<file path="src/rtl/mux_4_if.sv">
// Bus bundle for the 4-to-1 data multiplexer.
// The master drives the four operand buses and the select, and receives the
// selected data plus its one-hot decode. The slave is the multiplexer itself.
// There is no valid/ready handshake on this bus. Every field is level-sampled:
// combinationally in the default build, or at posedge clk when the output
// register is enabled.
interface mux_4_if #(
  parameter int WIDTH = 16
);
  logic [WIDTH-1:0] in1;
  logic [WIDTH-1:0] in2;
  logic [WIDTH-1:0] in3;
  logic [WIDTH-1:0] in4;
  logic [1:0]       s;
  logic [WIDTH-1:0] out;
  logic [3:0]       sel_onehot;

  modport master (
    output in1, in2, in3, in4, s,
    input  out, sel_onehot
  );

  modport slave (
    input  in1, in2, in3, in4, s,
    output out, sel_onehot
  );
endinterface

</file>
<file path="src/rtl/mux_4.sv">
// 4-to-1 data multiplexer with a one-hot decode of the select.
//   s = 00 -> in1, 01 -> in2, 10 -> in3, 11 -> in4.
// Optional feature macro: MUX_4_REG_OUT_EN.
//   When it is undefined, the block is purely combinational and clk/rst are ignored.
//   When it is defined, out and sel_onehot are registered on posedge clk.
//   An asynchronous active-high rst forces out = 0 and sel_onehot = 4'b0001.
module mux_4 #(
  parameter int WIDTH = 16
) (
  input logic   clk,
  input logic   rst,
  mux_4_if.slave bus
);

  logic [WIDTH-1:0] mux_d;
  logic [3:0]       sel_d;

  // Select decode.
  // An unknown select falls into default, which propagates X in simulation.
  always_comb begin
    mux_d = {WIDTH{1'bx}};
    sel_d = 4'bxxxx;
    case (bus.s)
      2'b00: begin mux_d = bus.in1; sel_d = 4'b0001; end
      2'b01: begin mux_d = bus.in2; sel_d = 4'b0010; end
      2'b10: begin mux_d = bus.in3; sel_d = 4'b0100; end
      2'b11: begin mux_d = bus.in4; sel_d = 4'b1000; end
      default: begin
        mux_d = {WIDTH{1'bx}};
        sel_d = 4'bxxxx;
      end
    endcase
  end

`ifdef MUX_4_REG_OUT_EN
  logic [WIDTH-1:0] out_q;
  logic [3:0]       sel_q;

  // Output register.
  // Reset wins immediately and holds a safe in1 selection. Any capture that
  // was pending when reset arrived is dropped.
  always_ff @(posedge clk or posedge rst) begin
    if (rst) begin
      out_q <= '0;
      sel_q <= 4'b0001;
    end else begin
      out_q <= mux_d;
      sel_q <= sel_d;
    end
  end

  assign bus.out        = out_q;
  assign bus.sel_onehot = sel_q;
`else
  // In the combinational build, clk and rst have no function.
  logic unused_ok;
  assign unused_ok = ^{clk, rst};

  assign bus.out        = mux_d;
  assign bus.sel_onehot = sel_d;
`endif

endmodule

</file>
<file path="src/flat_wrapper.sv">
// flat-port wrapper written by rule: the top's interface ports become plain ports
module mux_4_flat 
#(
  parameter int WIDTH = 16
)
  (clk, rst, bus_in1, bus_in2, bus_in3, bus_in4, bus_s, bus_out, bus_sel_onehot);
  mux_4_if #(.WIDTH(WIDTH)) bus_i ();
  input logic clk;
  input logic rst;
  input wire logic [$bits(bus_i.in1)-1:0] bus_in1;
  input wire logic [$bits(bus_i.in2)-1:0] bus_in2;
  input wire logic [$bits(bus_i.in3)-1:0] bus_in3;
  input wire logic [$bits(bus_i.in4)-1:0] bus_in4;
  input wire logic [$bits(bus_i.s)-1:0] bus_s;
  output wire logic [$bits(bus_i.out)-1:0] bus_out;
  output wire logic [$bits(bus_i.sel_onehot)-1:0] bus_sel_onehot;
  assign bus_i.in1 = bus_in1;
  assign bus_i.in2 = bus_in2;
  assign bus_i.in3 = bus_in3;
  assign bus_i.in4 = bus_in4;
  assign bus_i.s = bus_s;
  assign bus_out = bus_i.out;
  assign bus_sel_onehot = bus_i.sel_onehot;
  mux_4 #(.WIDTH(WIDTH)) u_core (.clk(clk), .rst(rst), .bus(bus_i));
endmodule
</file>
<file path="config.mk">
export PLATFORM = sky130hd
export DESIGN_NAME = mux_4_flat
export DESIGN_NICKNAME = d
export VERILOG_FILES = /design/src/rtl/mux_4_if.sv /design/src/rtl/mux_4.sv /design/src/flat_wrapper.sv
export SDC_FILE = /design/constraint.sdc
export NUM_CORES = 1
export LEC_CHECK = 0
export CORE_MARGIN = 2
export CORE_UTILIZATION = 19
export DETAILED_ROUTE_END_ITERATION = 6
export PLACE_DENSITY = 0.93
export SLEW_MARGIN = 10
export SYNTH_ARGS = -nofsm -noshare
export SYNTH_HDL_FRONTEND = slang
export SYNTH_SLANG_ARGS = --single-unit
</file>
<file path="constraint.sdc">
create_clock -name vclk -period 2.1
set_input_delay 0.63 -clock vclk [all_inputs]
set_output_delay 0.63 -clock vclk [all_outputs]
set_load 0.05 [all_outputs]
</file>
Word level (Yosys, flattened, before mapping)
Cells that the tools add are included.

Output and inout bits: 20. Bits in registers: 0. Word-level logic and storage cells: 6. Input port bits: 68.

Eq/ne operators: 3. Reduce and logical (&&, ||, !) cells: 1. Muxes and demuxes: 2.

Operators by type and width (number): 16-bit case mux with 4 select lines (1); 4-bit case mux with 4 select lines (1); 2-bit == test, second input constant (2); 2-bit by 1-bit == test with 1-bit output, second input constant (1); 2-bit zero test (1).

Longest topological paths before layout
Word-level depth: 2. Gate-level depth with buffers: 2. Mapped depth without buffers: 1.

Worst setup path after synthesis
Ideal clock, no wire load.

Kind: in2out. Start: input port bus_s[1]. End: output port bus_sel_onehot[2]. Path buffers: 1. Stages on the path: 2. Setup slack: -0.070 ns. Arrival time: 1.540 ns. Required time: 1.470 ns. Cells stage by stage: buf_2 nor2b_1.

Cells in the longest elaborated chain, start to end: 2. Elaborated cells on any way between the ends: 5. Classes of those cells: eq/ne: 3; mux: 1; reduce/logical: 1.

Ends and longest elaborated chain: from (decl) (RTL line flat_wrapper.sv:14) `input wire logic [$bits(bus_i.s)-1:0] bus_s;`; 2-bit == test (tied with other cells) (RTL line mux_4.sv:23) `case (bus.s)`; 4-bit case mux with 4 select lines * (RTL line mux_4.sv:23); to (decl) (RTL line flat_wrapper.sv:16) `output wire logic [$bits(bus_i.sel_onehot)-1:0] bus_sel_onehot;`.

Mark *: on every way between the ends. The rest lies on a longest branch, timed or not.

Final worst setup path
Start: input port bus_s[0]. End: output port bus_out[2].

Cells in the longest elaborated chain, start to end: 2. Elaborated cells on any way between the ends: 5. Classes of those cells: eq/ne: 3; mux: 1; reduce/logical: 1.

Ends and longest elaborated chain: 2-bit == test (tied with other cells) (RTL line mux_4.sv:23); 16-bit case mux with 4 select lines * (RTL line mux_4.sv:23); to (decl) (RTL line flat_wrapper.sv:15) `output wire logic [$bits(bus_i.out)-1:0] bus_out;`.

Marks and branches as above.

==> summary by stage <==
Status
The run finished, with violations left. The final reports fail on negative setup slack.

Floorplan
The placeable core region is approximately 0.002 mm^2. The die area is 0.00258 mm^2. The number of rows created at floorplan is 16. The initial utilization of the core area, before any placement, comes to 0.207. The number of top-level pins is 88.

The die is 50.8 um wide. The die boundary height is roughly 51 um.

Worst setup path
The worst path required time is 1.47 ns. Broken down by cell family, the worst path's largest delay share belongs to multiplexers. The critical path runs through a total of 4 cells. In this design, the stage delay of the slowest critical-path cell is 0.53 ns. The number of buffers and inverters on the critical path is 3. The setup path with the least slack is of type in2out. The worst setup path is captured at a primary output. The top fanout value on the critical path is 8. The worst setup path is launched from an input pin. At the worst endpoint, the arrival time is roughly 1.6 ns.

The signal on the critical path passes through buf_12 -> buf_16 -> mux4_2 -> buf_8. For this design, the slowest cell found on the critical path is mux4_2.

Hold path
The endpoint with the worst hold slack is bus_sel_onehot[2]. The start point of the worst min-delay path is bus_s[0]. The worst hold path passes through 5 cells. The path class of the lowest-slack min-delay path is in2out.

Global routing
The initial antenna violation count came to 0. Entering global routing, the biggest net connects 9 pins. Global routing finished with a remaining overflow of 0. The global-route wire length before repair is roughly 3.5 mm. The via count of the first global-routing pass is 747. The global routing usage summed across all routing layers is 0.180.

Logic synthesis
The simple-gate share of the synthesized area is 0.0542. The yosys synthesis warning count is 0. Of the post-synthesis cell area, the part taken by muxes is 0.867. The synthesized netlist contains 6 unique library cells.

The post-synthesis share of cell area spent on xor and xnor gates is 0. Yosys instantiated no cell more often than mux4_2. The synthesized area per cell is 17.3 um^2. Of the post-synthesis cell area, the dominant cell type holds 0.867. Counting every net in the synthesized netlist gives between 90 and 100. The post-synthesis compound-gate area fraction is 0. The share of synthesized cell area in full adder, half adder and majority cells is 0. The biggest area contributor in the post-synthesis netlist is mux4_2.

After synthesis, the cell types taking the most area are mux4_2 (87%), buf_6 (5.4%), nor2b_1 (3.0%). The main combinational cell family by area after synthesis is multiplexers. The cell area that synthesis handed to floorplanning was a little over 400 um^2. The sequential element share of the synthesized area is 0.

Ranked by instance count, the synthesized netlist is headed by mux4_2 (16), buf_2 (2), buf_6 (2), nor2b_1 (2). The gate count after technology mapping is 24.

Placed design
The final weighted congestion in routability-driven placement is 0.629. The placed instance count is 138. The quantity of I/O buffers inserted on ports is 86. At the placement stage, the worst setup path has a slack of -0.594 ns.

Cells and area
The number of filler cells placed in the layout is 154. The number of antenna diodes in the final layout is 0. In the final layout, flip-flops and latches occupy 0 um^2. The final standard cell count with taps included and fillers excluded is 141.

The number of nets in the finished design is 184. In the finished design the tool counted flip-flops and latches totalling 0. The synthesis-to-finish area growth is 249%. The multi-input logic area is 388 um^2.

Of the cells placed in the final design, the portion with a size suffix greater than 1 is 0.421. The total of clock buffers placed in the layout is 0.

Timing
The max-slew violation count is 0. The worst relative slew slack is 0.870. Dividing the final minimum period by the clock period gives 1.05. The transition time of the tightest slew-check pin is around 0.19 ns.

The number of failing setup endpoints in the final timing report is 16. Derived from the worst setup path, the maximum achievable clock frequency is roughly 460 MHz. The clock period minus worst slack is 2.20 ns. Hold timing on the final database bottoms out at a slack of 1.81 ns.

The number of hold-slack violations in the final timing report was 0. Setup repair after global routing could not meet its margin everywhere. The worst setup slack after layout is -0.0974 ns.

Routing
The length of the first detailed-routing pass in iterations is 4. The total length of routed wires is 2.30 mm. In the final routed layout, each cell accounts on average for 16.3 um.

Across all layers, the routed design uses roughly 650 vias. The count of unresolved DRC violations after routing is 0. Dividing the detail-routed via count by the number of cells gives roughly 4.6. Once detail routing completed, the nets flagged for antenna violations numbered 0. The first routing iteration left 4 violations.

Power
In this run the power density over the cells is 304 mW/mm^2. In this run the static leakage power is 0.679 nW. The largest vdd supply drop is around 0.18 mV.

Job
Across the run, the number of max-cap violations was 0.
==> per-stage QoR <==
| step | area, um^2 | utilization | TNS, ns | power, mW |
|---|---|---|---|---|
| after global routing | 1450 | 0.725 | -1.53 | 0.458 |
| after floorplan | 420 | - | 0 | 0.210 |
| after detailed placement | 1330 | 0.666 | -10.64 | 0.408 |
| final | 1450 | 0.725 | -1.16 | 0.441 |
| after CTS | 1450 | 0.725 | -1.24 | 0.442 |
| after global placement | 1330 | 0.666 | -10.36 | 0.404 |
==> layer usage <==
layer,up-vias,global-route usage,part of all wire
met2,59,0.375,0.55
met3,0,0.0327,0.13
met5,-,0,0
li1,298,-,-
met1,294,0.195,0.32
met4,0,0,0
==> worst max path at each step <==
| stage | slack [ns] | start | endpoint |
|---|---|---|---|
| after global placement | -0.58 | bus_s[0] | bus_out[6] |
| final | -0.1 | bus_s[0] | bus_out[2] |
| after detailed placement | -0.59 | bus_s[0] | bus_out[10] |
| after global routing | -0.12 | bus_s[0] | bus_out[2] |
| after CTS | -0.09 | bus_s[0] | bus_out[13] |
| after floorplan | 0.02 | bus_s[1] | bus_sel_onehot[0] |
==> power breakdown <==
| group | internal [mW] | leakage (nW) | switching [mW] | total (mW) |
|---|---|---|---|---|
| combinational | 0.236 | 0.679 | 0.206 | 0.441 |
| sequential | 0 | 0 | 0 | 0 |
| clock | 0 | 0 | 0 | 0 |
==> cell families after synthesis <==
group                  after synthesis
multiplexers                        16
AND/OR/NAND/NOR                      4
buffers and inverters                4
==> layout by cell type, fill, tap and decap left out <==
master and count:
buf_6 3, buf_12 6, dlygate4sd2_1 64, mux4_2 16, buf_16 2, nor2_1 1, and2_1 1, nor2b_2 2
buf_4 2, buf_8 16, buf_2 1
==> timing repair <==
action                                 4_1_cts  5_1_grt
gates cloned                                 3        0
resized for setup                          115        0
hold buffers                                 0        0
setup buffers                                0        0
setup endpoints to repair                   20       16
pin swaps                                    0        0
endpoints found under the hold margin        0        0
==> area by class of cell <==
type,instances,share of cell area
repair buffers,94,0.709
multi-input cells,20,0.267
well taps,27,0.0233
(Power assumes the default switching activity.)
